--- src/rtl/decoder.sv ---
// Three-channel registered BCD to 7-segment decoder, segment order a..g on bits 6..0.
// Define DECODER_ACTIVE_LOW_SEG_EN to invert all outputs for common-anode displays.
module decoder (
    input  logic       clk,
    input  logic       rst_n,
    input  logic [3:0] Minutos,
    input  logic [3:0] DezenaSeg,
    input  logic [3:0] UnidadeSeg,
    output logic [6:0] OutMinutos,
    output logic [6:0] OutDezenaSeg,
    output logic [6:0] OutUnidadeSeg
);

`ifdef DECODER_ACTIVE_LOW_SEG_EN
    localparam logic [6:0] POL_MASK = 7'b1111111;
`else
    localparam logic [6:0] POL_MASK = 7'b0000000;
`endif

    localparam logic [6:0] SEG_BLANK = 7'b0000000;
    localparam logic [6:0] SEG_DASH  = 7'b0000001;
    localparam int         NCH       = 3;

    // Unknown or out-of-range codes fall through to the dash pattern.
    function automatic logic [6:0] bcd2seg(input logic [3:0] bcd);
        logic [6:0] seg;
        case (bcd)
            4'd0:    seg = 7'b1111110;
            4'd1:    seg = 7'b0110000;
            4'd2:    seg = 7'b1101101;
            4'd3:    seg = 7'b1111001;
            4'd4:    seg = 7'b0110011;
            4'd5:    seg = 7'b1011011;
            4'd6:    seg = 7'b1011111;
            4'd7:    seg = 7'b1110000;
            4'd8:    seg = 7'b1111111;
            4'd9:    seg = 7'b1111011;
            default: seg = SEG_DASH;
        endcase
        return seg;
    endfunction

    logic [3:0] bcd   [NCH];
    logic [6:0] seg_d [NCH];
    logic [6:0] seg_q [NCH];

    assign bcd[0] = Minutos;
    assign bcd[1] = DezenaSeg;
    assign bcd[2] = UnidadeSeg;

    always_comb begin
        for (int i = 0; i < NCH; i++) begin
            seg_d[i] = bcd2seg(bcd[i]) ^ POL_MASK;
        end
    end

    always_ff @(posedge clk or negedge rst_n) begin
        if (!rst_n) begin
            for (int i = 0; i < NCH; i++) begin
                seg_q[i] <= SEG_BLANK ^ POL_MASK;
            end
        end else begin
            for (int i = 0; i < NCH; i++) begin
                seg_q[i] <= seg_d[i];
            end
        end
    end

    assign OutMinutos    = seg_q[0];
    assign OutDezenaSeg  = seg_q[1];
    assign OutUnidadeSeg = seg_q[2];

endmodule

--- config.mk ---
export PLATFORM = sky130hd
export DESIGN_NAME = decoder
export DESIGN_NICKNAME = d
export VERILOG_FILES = /design/src/rtl/decoder.sv
export SDC_FILE = /design/constraint.sdc
export NUM_CORES = 1
export LEC_CHECK = 0
export BUFFER_PORTS_ARGS = -buffer_cell sky130_fd_sc_hd__buf_2
export CAP_MARGIN = 20
export CORE_MARGIN = 2
export CORE_UTILIZATION = 53
export CTS_CLUSTER_DIAMETER = 200
export DETAILED_ROUTE_END_ITERATION = 12
export PLACE_DENSITY = 0.83
export SYNTH_ARGS = -nofsm -noshare
export SYNTH_HDL_FRONTEND = slang
export SYNTH_SLANG_ARGS = --single-unit
--- constraint.sdc ---
create_clock -name clk -period 1 [get_ports clk]
set_input_delay 0.2 -clock clk [delete_from_list [all_inputs] [get_ports clk]]
set_output_delay 0.2 -clock clk [all_outputs]
set_load 0.1 [all_outputs]
Yosys cells after proc, flatten, opt, wreduce, memory -nomap -nowiden
Memories as Yosys holds them, arrays and structs flattened. A register that Yosys moved wholly into a read port is not among the register bits.
Index checks and enable logic that the tools add are counted.
W data, S select, Z words.
{ "classes": {"n_reduce_logical": 3} }
{ "ops": {"columns": ["cell", "count"], "rows": [
  ["$logic_not A1 Y1", 3]
]} }
{ "totals": {"register_bits": 0, "romBits": 336, "word_cells": 6, "inputBits": 14, "out_inout_bits": 21, "memories": 3} }
{ "memory_table": {"columns": ["name", "words", "word_bits", "read_ports", "rd_ports_with_merged_regs", "write_ports", "line", "source"], "rows": [
  ["(name not given)", 16, 7, 1, 1, 0, "27", "case (bcd)"],
  ["(name not given)", 16, 7, 1, 1, 0, "27", null],
  ["(name not given)", 16, 7, 1, 1, 0, "27", null]
]} }

Longest topological paths before layout
Gate-level depths: netlist (run 1).
{ "depth": {"ltp_word": 1, "ltp_mapped": 5, "depth_no_buf": 5} }

Worst setup path before layout (run 1)
Ideal clock, no wire load.
{ "synth_path": {"path_type": "register to output", "start": "reg seg_q, in the netlist OutDezenaSeg[0]", "end": "out OutDezenaSeg[0]", "arrival_ns": 0.883, "path_stages_with_launch": 1, "path_buffers": 0, "t_required_ns": 0.800, "setup_slack_ns": -0.083, "path_cell_list": "dfrtp_1"} }
{ "synth_rtl": {"columns": ["element", "line", "source"], "rows": [
  ["start: declaration", "45", "logic [6:0] seg_q [NCH];"],
  ["end: declaration", "10", "output logic [6:0] OutDezenaSeg,"]
]} }
No word-level cell between the ends.

Worst setup path after layout (run 1)
{ "layout_path": {"start": "reg seg_q, in the netlist OutDezenaSeg[4]", "end": "out OutDezenaSeg[4]"} }
No word-level cell between the ends.

==> impl_results.md, run 1 <==
- Outcome: finished, violations left
- Failing checks: setup timing
- EDFF count, synth: 0
- Ys Warns: 0
- Prevailing post-synth register cell: dfrtp_1
- Area Overhead vs Synth: 56.9%
- Unrepaired setup endpoints after global routing: true
- WP buf/inv: 1
- Crit-path leading delay family: flip-flops
- Fin cells: 177
- Startpoint Class: flip-flop
- Clock period minus final worst setup slack: 1.12 ns
- Area leader, netlist: dfrtp_1
- Final net count: 183
- Post-DP HPWL: 2.45 mm
- CTS root buffer: clkbuf_4
- Vias: 958
- Detailed-route DRC error count: 0
- Top cells by area, synth: dfrtp_1 48%, ha_1 20%, inv_1 5.4%, o21ai_0 5.0%, o22ai_1 3.4%
- Vias per std cell: 5.41
- Wirelength per Cell: 17.8 um
- Syn_nets: 137
- Routability cong.: 0.898
- Cell area after synthesis: 0.00110 mm^2
- Rows: 16
- Syn Area/Cell: 10.5 um^2
- Die ar.: 0.00247 mm^2
- Crit-path max cell delay: 0.45 ns
- Largest net degree at the start of global routing: 22
- GRT Total Usage: 0.290
- LEAKAGE: 0.000838 uW
- Setup ws final: -0.124 ns
- Core area: 0.00196 mm^2
- Final-report max-slew violation count: 0
- IO Pins: 35
- Die Width: 49.7 um
- Setup Slack @ Placement: -0.174 ns
- First-pass GRT wire length: 5.11 mm
- Synth top cells by count: 21 x dfrtp_1, 18 x ha_1, 16 x inv_1, 11 x o21ai_0
- Register area share after synthesis: 0.476
- Dominant cell by count in the synthesized netlist: dfrtp_1
- Synthesized instance count: 105
- Vias in the first global route: 1040
- Max Cap Viol: 0
- Htree depth: 1
- Max VDD drop: 1.02 mV
- Worst hold path class: input pin to flip-flop
- Synth Register Bits: 21
- Chip Height: 49.7 um
- CTS Sinks: 21
- Final WL: 3.14 mm
- Initial Utilization: 0.563
- Remaining Overflow, GRT: 0
- TritonCTS Buffers: 3
- N_diodes: 0
- Async SR Flop Fraction: 1.00
- Worst Path Arrival: 0.92 ns
- Iter 0 DRT Violations: 22
- Critical path fanouts, max: 1
- Kind of critical path: flip-flop to output port
- Data required time of the worst path: 0.80 ns
- Critical path's slowest cell: dfrtp_2
- I/O Buffers: 34
- Peak Freq: 890 MHz
- Clock Tree Buf Depth: 2
- Crit. End Element: output port
- Setup bufs post-CTS: 0
- CTS tree: yes
- Post-cts sizing count: 0
- ANT nets after route: 0
- Clk slew on worst S/H paths: 0.11 ns
- Final Hold Vio Count: 0
- Cell Pwr Density: 1450 mW/mm^2
- 1st-pass router iterations: 4
- Final Cycle Share: 1.12
- Synth top area share: 0.476
- Critical path cell sequence: buf_12
- Worst relative slew slack: 0.698
- Worst slew pin tran: 0.453 ns
- Post-Place Cells: 172
- Synth cell types: 23
- Antenna violations before repair: 0
- WHS: 0.159 ns
- Power, Total: 2520 uW
- Share of layout cells above drive strength 1: 0.467
- Final setup violation count: 21
metrics by stage:
| step | setup TNS [ns] | utilization | cell area (um^2) |
|---|---|---|---|
| after floorplan | 0 | - | 1130 |
| after global placement | -0.0256 | 0.865 | 1700 |
| after detailed placement | -1.04 | 0.865 | 1700 |
| after CTS | -2.01 | 0.883 | 1730 |
| after global routing | -2.66 | 0.883 | 1730 |
| final | -2.23 | 0.883 | 1730 |
path summary, 6_finish.rpt:
| kind | from | endpoint | slack [ns] | cells past startpoint |
|---|---|---|---|---|
| worst max-delay path | OutDezenaSeg[4]$_DFF_PN0_ | OutDezenaSeg[4] | -0.12 | 1 |
| worst min-delay path | DezenaSeg[2] | OutDezenaSeg[1]$_DFF_PN0_ | 0.16 | 2 |
| max in group asynchronous | rst_n | OutUnidadeSeg[0]$_DFF_PN0_ | 0.29 | 2 |
| min in group asynchronous | rst_n | OutMinutos[2]$_DFF_PN0_ | 0.36 | 2 |
state kept, by name, summed over array words and instances (netlist names):
register       cells
OutDezenaSeg       7
OutMinutos         7
OutUnidadeSeg      7
kinds of logic (layout without fill, tap and decap cells):
| logic type | Yosys count | in the layout | share of synthesized area |
|---|---|---|---|
| AOI/OAI and AO/OA | 28 | 28 | 0.147 |
| adders and majority gates | 18 | 18 | 0.204 |
| muxes | 2 | 2 | 0.0226 |
| buffers and inverters | 19 | 64 | 0.0736 |
| DFF | 21 | 21 | 0.476 |
| and+or+nand+nor | 17 | 17 | 0.0770 |
layout by cell type (no fill, tap or decap), drive strengths merged:
master       instances
mux2i                1
nor3b                1
ha                  18
buf                 43
a31oi                1
o31a                 1
dlygate4sd3          1
clkbuf               4
mux2                 1
o21ai               12
dfrtp               21
nand2                3
inv                 16
and2                 1
o22ai                6
a21o                 1
or2                  1
nor2                 7
a21oi                6
nor2b                2
a22o                 1
nand2b               2
power by group:
part / internal, uW / switching [uW] / leakage [uW] / total (uW)
Sequential: 930 / 61.4 / 0.000226 / 992
Clock: 156 / 256 / 0.0000150 / 411
Combinational: 384 / 731 / 0.000597 / 1120
Total: 1470 / 1050 / 0.000838 / 2520
layer usage:
metal	track usage	up-vias	wire [um]
met5	0	-	0
met4	0.204	0	246
met3	0.0788	20	229
met2	0.496	57	1590
met1	0.307	449	1080
li1	-	432	-
what timing repair did:
| item | in CTS | in global routing |
|---|---|---|
| hold buffers | 1 | 0 |
| pin swaps | 0 | 0 |
| setup endpoints to repair | 21 | 21 |
| endpoints found under the hold margin | 21 | 0 |
cell type report:
| class | count | area (um^2) |
|---|---|---|
| Fill cell | 77 | 229 |
| Multi-Input combinational cell | 65 | 498 |
| Tap cell | 27 | 33.8 |
| Clock buffer | 4 | 26.3 |
| Sequential cell | 21 | 552 |
| Inverter | 16 | 60.1 |
| Timing Repair Buffer | 44 | 563 |
Note: power is estimated with default switching activity, not from simulation.
==> inputs of run 2 (changes only) <==
--- a/config.mk
+++ b/config.mk
@@ -11,7 +11,7 @@
 export CORE_UTILIZATION = 53
 export CTS_CLUSTER_DIAMETER = 200
 export DETAILED_ROUTE_END_ITERATION = 12
-export PLACE_DENSITY = 0.83
+export PLACE_DENSITY = 0.82
 export SYNTH_ARGS = -nofsm -noshare
 export SYNTH_HDL_FRONTEND = slang
 export SYNTH_SLANG_ARGS = --single-unit
==> run 2 against run 1 <==
  * The flow still finishes with violations (setup timing)
  * Hold slack got worse by 0.055 ns
  * Clock-buffer cell count did not move
  * Sequential share of layout area fell by 0.14 points
  * Global-route usage rose by 3.4 points
  * Total power rose by 2.5%
  * Largest cell class unchanged
==> impl_results.md, run 2 (synthesized netlist as in run 1, its figures left out) <==
- Unrepaired setup endpoints after global routing: true
- WP buf/inv: 1
- Crit-path max cell delay: 0.46 ns
- TritonCTS Buffers: 3
- Worst hold path class: input pin to flip-flop
- Wirelength per Cell: 19.6 um
- Data required time of the worst path: 0.80 ns
- Worst relative slew slack: 0.679
- Combinational power share: 0.436
- Critical path cell sequence: buf_12
- Clk slew on worst S/H paths: 0.14 ns
- GRT Total Usage: 0.324
- Htree depth: 1
- N_diodes: 0
- CTS Sinks: 21
- Final net count: 184
- Crit-path leading delay family: flip-flops
- I/O Buffers: 34
- Crit. End Element: output port
- Largest net degree at the start of global routing: 22
- Clock period minus final worst setup slack: 1.17 ns
- Critical Path Start: OutDezenaSeg[5]$_DFF_PN0_
- Antenna violations before repair: 0
- IO Pins: 35
- Final WL: 3.48 mm
- Critical path fanouts, max: 1
- Share of layout cells above drive strength 1: 0.470
- Area Overhead vs Synth: 57.5%
- Vias: 1003
- First-pass GRT wire length: 5.77 mm
- Final Cycle Share: 1.17
- Routed met3 length: 238 um
- Hold Crit Start: DezenaSeg[2]
- Clock Tree Buf Depth: 2
- Die Width: 49.7 um
- CTS root buffer: clkbuf_4
- ANT nets after route: 0
- Final setup violation count: 21
- Setup ws final: -0.170 ns
- Initial Utilization: 0.563
- Worst slew pin tran: 0.481 ns
- Post-DP HPWL: 2.31 mm
- Cell Pwr Density: 1480 mW/mm^2
- Max VDD drop: 1.24 mV
- M1 WL: 1.21 mm
- 1st-pass router iterations: 4
- Max Cap Viol: 0
- Failing checks: setup timing
- Top Layer Used: met4
- Outcome: finished, violations left
- Net Sw Power: 1110 uW
- Vias per std cell: 5.63
- LEAKAGE: 0.000843 uW
- Final Util: 0.887
- Commonest non-fill, non-tap cells in the layout: 21 x dfrtp_2, 21 x buf_12, 18 x ha_1, 16 x inv_1, 13 x buf_2
- Core area: 0.00196 mm^2
- Final Hold Vio Count: 0
- Worst Path Arrival: 0.97 ns
- Startpoint Class: flip-flop
- Chip Height: 49.7 um
- WHS: 0.104 ns
- Kind of critical path: flip-flop to output port
- Die ar.: 0.00247 mm^2
- Remaining Overflow, GRT: 0
- Detailed-route DRC error count: 0
- CTS tree: yes
- Critical path's slowest cell: dfrtp_2
- Routability cong.: 0.854
- Wire length on met2: 1.86 mm
- Peak Freq: 855 MHz
- Int Pwr: 1470 uW
- Placed Area: 0.00170 mm^2
- Rows: 16
- Reg power frac: 0.386
- Switching share of power: 0.429
- Finished Cell Area: 0.00174 mm^2
- Vias in the first global route: 1086
- Final-report max-slew violation count: 0
- Setup Slack @ Placement: -0.166 ns
- Clk network pwr share: 0.179
- Iter 0 DRT Violations: 33
## run 2: changes by cell type in the layout (fill, tap and decap cells not counted), sizes merged
cell / change
buf: +1
## run 2: layout make-up
type                    count  area (um^2)
clock buffers               4         26.3
fillers                    82          221
inverters                  16         60.1
multi-input cells          65          498
flip-flops and latches     21          552
well taps                  27         33.8
repair buffers             45          571
## run 2: what timing repair did
item	4_1_cts	5_1_grt
endpoints found under the hold margin	21	0
setup endpoints to repair	21	21
setup buffers	0	0
gates resized for setup	0	0
cloned	0	0
hold buffers	1	0
## run 2: power groups by stage
stage          sequential [uW]  combinational (uW)  clock (uW)
6_report                   995                1120         461
5_1_grt                    999                1160         499
4_1_cts                    996                1120         455
3_5_place_dp              1010                1100           0
3_3_place_gp              1000                1050           0
2_1_floorplan             1480                 148           0
## run 2: path summary, 6_finish.rpt
| kind | cells past startpoint | slack, ns | endpoint |
|---|---|---|---|
| max in group asynchronous | 2 | 0.29 | OutDezenaSeg[2]$_DFF_PN0_ |
| setup / recovery | 1 | -0.17 | OutDezenaSeg[5] |
| hold / removal | 2 | 0.10 | OutDezenaSeg[1]$_DFF_PN0_ |
| min in group asynchronous | 2 | 0.34 | OutMinutos[0]$_DFF_PN0_ |
## run 2: through the flow
stage | instances | total power (uW) | setup TNS (ns)
finish | 178 | 2580 | -2.93
global route | 178 | 2660 | -3.32
CTS | 178 | 2580 | -2.84
detailed placement | 173 | 2110 | -1.00
global placement | 173 | 2060 | -0.0769
floorplan | 105 | 1630 | 0
## run 2: layer usage
layer	GRT usage	vias to the layer above
met5	0	-
met3	0.0788	25
met4	0.208	0
met2	0.549	67
met1	0.362	479
li1	-	432
==> inputs of run 3 (changes only) <==
--- a/config.mk
+++ b/config.mk
@@ -8,10 +8,10 @@
 export BUFFER_PORTS_ARGS = -buffer_cell sky130_fd_sc_hd__buf_2
 export CAP_MARGIN = 20
 export CORE_MARGIN = 2
-export CORE_UTILIZATION = 53
+export CORE_UTILIZATION = 50
 export CTS_CLUSTER_DIAMETER = 200
 export DETAILED_ROUTE_END_ITERATION = 12
-export PLACE_DENSITY = 0.82
+export PLACE_DENSITY = 0.78
 export SYNTH_ARGS = -nofsm -noshare
 export SYNTH_HDL_FRONTEND = slang
 export SYNTH_SLANG_ARGS = --single-unit
==> run 3 against run 2 <==
  * The run still ends with setup timing left
  * Sequential power shrank 0.4%
  * Cell area rose by 0.50%
  * Combinational power barely moved
  * Clock-buffer cell count unchanged
  * Non-clock buffer count is 1 higher
  * Sequential share of layout area shrank 0.16 points
  * Maximum frequency rose by 4.3%
  * Global-route usage is 9.3 points lower
  * Hold slack improved by 0.027 ns
  * Flip-flop and latch count is the same
  * Total power decreased by 3.1%
  * Cell count is 1.1% higher
  * Critical endpoint is now OutMinutos[3]
  * Largest cell class unchanged
  * Highest routed layer unchanged
==> impl_results.md, run 3 (synthesized netlist as in run 1, its figures left out) <==
- Outcome: finished, violations left
- Failing checks: setup timing
- Initial Utilization: 0.514
- LEAKAGE: 0.000848 uW
- Final Hold Vio Count: 0
- Die Width: 51.0 um
- Final net count: 185
- Vias: 943
- Data required time of the worst path: 0.80 ns
- Peak Freq: 892 MHz
- Unrepaired setup endpoints after global routing: true
- Vias in the first global route: 940
- Power, Total: 2500 uW
- Met2 GRT Util: 0.405
- Cell Pwr Density: 1430 mW/mm^2
- Gr busiest metal: met2
- Startpoint Class: flip-flop
- Setup ws final: -0.122 ns
- ANT nets after route: 0
- Worst slew pin tran: 0.454 ns
- Hold endpoint: OutDezenaSeg[1]$_DFF_PN0_
- Crit-path max cell delay: 0.45 ns
- IO Pins: 35
- Worst Path Arrival: 0.92 ns
- Worst hold path class: input pin to flip-flop
- Chip Height: 51.0 um
- Kind of critical path: flip-flop to output port
- Clock period minus final worst setup slack: 1.12 ns
- Crit. End Element: output port
- First-pass GRT wire length: 4.40 mm
- Largest net degree at the start of global routing: 22
- Detailed-route DRC error count: 0
- Critical path fanouts, max: 1
- Die ar.: 0.00260 mm^2
- Critical path's slowest cell: dfrtp_2
- CTS root buffer: clkbuf_4
- Critical path cell sequence: buf_12
- Antenna violations before repair: 0
- WP buf/inv: 1
- Commonest non-fill, non-tap cells in the layout: 21 x dfrtp_2, 21 x buf_12, 18 x ha_1, 16 x inv_1, 13 x buf_2
- 1st-pass router iterations: 4
- Max Cap Viol: 0
- Area Overhead vs Synth: 58.3%
- Share of layout cells above drive strength 1: 0.474
- Iter 0 DRT Violations: 25
- Clock Tree Buf Depth: 2
- Post-DP HPWL: 2.16 mm
- Worst relative slew slack: 0.697
- Clk slew on worst S/H paths: 0.12 ns
- Vias per std cell: 5.24
- Worst Hold Depth: 2
- GRT Total Usage: 0.232
- Final-layout fill cell count: 117
- Final Cycle Share: 1.12
- Met3 global-route usage: 0.0439
- Setup Slack @ Placement: -0.131 ns
- Routability cong.: 0.889
- Crit-path leading delay family: flip-flops
- TritonCTS Buffers: 3
- CTS tree: yes
- Final WL: 2.61 mm
- I/O Buffers: 34
- Wirelength per Cell: 14.5 um
- Rows: 17
- Final setup violation count: 21
- Max VDD drop: 1.07 mV
- Met1 global-route usage: 0.264
- Core area: 0.00215 mm^2
- Final-report max-slew violation count: 0
- Htree depth: 1
- Final Util: 0.814
- CTS Sinks: 21
- Setup bufs post-CTS: 0
- Hold Crit Start: DezenaSeg[2]
- Remaining Overflow, GRT: 0
- N_diodes: 0
[run 3: cell count changes in the layout (fill, tap and decap cells not counted), sizes merged]
| cell | before | now |
|---|---|---|
| buf | 44 | 45 |
[run 3: metal layers]
layer / vias to the layer above / part of all wire
li1: 436 / -
met1: 462 / 0.36
met2: 40 / 0.56
met3: 5 / 0.059
met4: 0 / 0.018
met5: - / 0
[run 3: power by group]
part | switching, uW | internal (uW) | total (uW)
registers | 60.9 | 930 | 991
logic | 710 | 386 | 1100
clock network | 258 | 156 | 414
[run 3: how the worst max path moves through the flow]
| stage | cells past startpoint | end | startpoint |
|---|---|---|---|
| after floorplan | 5 | OutUnidadeSeg[1]$_DFF_PN0_ | UnidadeSeg[0] |
| after detailed placement | 6 | OutMinutos[3]$_DFF_PN0_ | Minutos[1] |
| after global routing | 1 | OutUnidadeSeg[3] | OutUnidadeSeg[3]$_DFF_PN0_ |
| after global placement | 6 | OutUnidadeSeg[1]$_DFF_PN0_ | UnidadeSeg[0] |
| final | 1 | OutMinutos[3] | OutMinutos[3]$_DFF_PN0_ |
| after CTS | 1 | OutMinutos[3] | OutMinutos[3]$_DFF_PN0_ |
[run 3: cell type report]
type	count	area (um^2)	area share
repair buffers	46	578	0.330
flip-flops and latches	21	552	0.315
multi-input cells	65	498	0.285
inverters	16	60.1	0.0343
well taps	28	35.0	0.0200
clock buffers	4	26.3	0.0150
[run 3: per-stage QoR]
stage | hold WS, ns | setup TNS, ns | area, um^2 | instances
4_1_cts | 0.113 | -2.39 | 1750 | 180
3_3_place_gp | 0.161 | -0.0636 | 1710 | 175
5_1_grt | 0.141 | -2.77 | 1750 | 180
6_report | 0.130 | -2.29 | 1750 | 180
2_1_floorplan | -0.0956 | 0 | 1130 | 105
3_5_place_dp | 0.180 | -0.790 | 1710 | 175
[run 3: what timing repair did]
item,CTS,global route
hold endpoints to repair,21,0
endpoints found under the setup margin,21,21
gates resized for setup,0,0
hold buffers,1,0
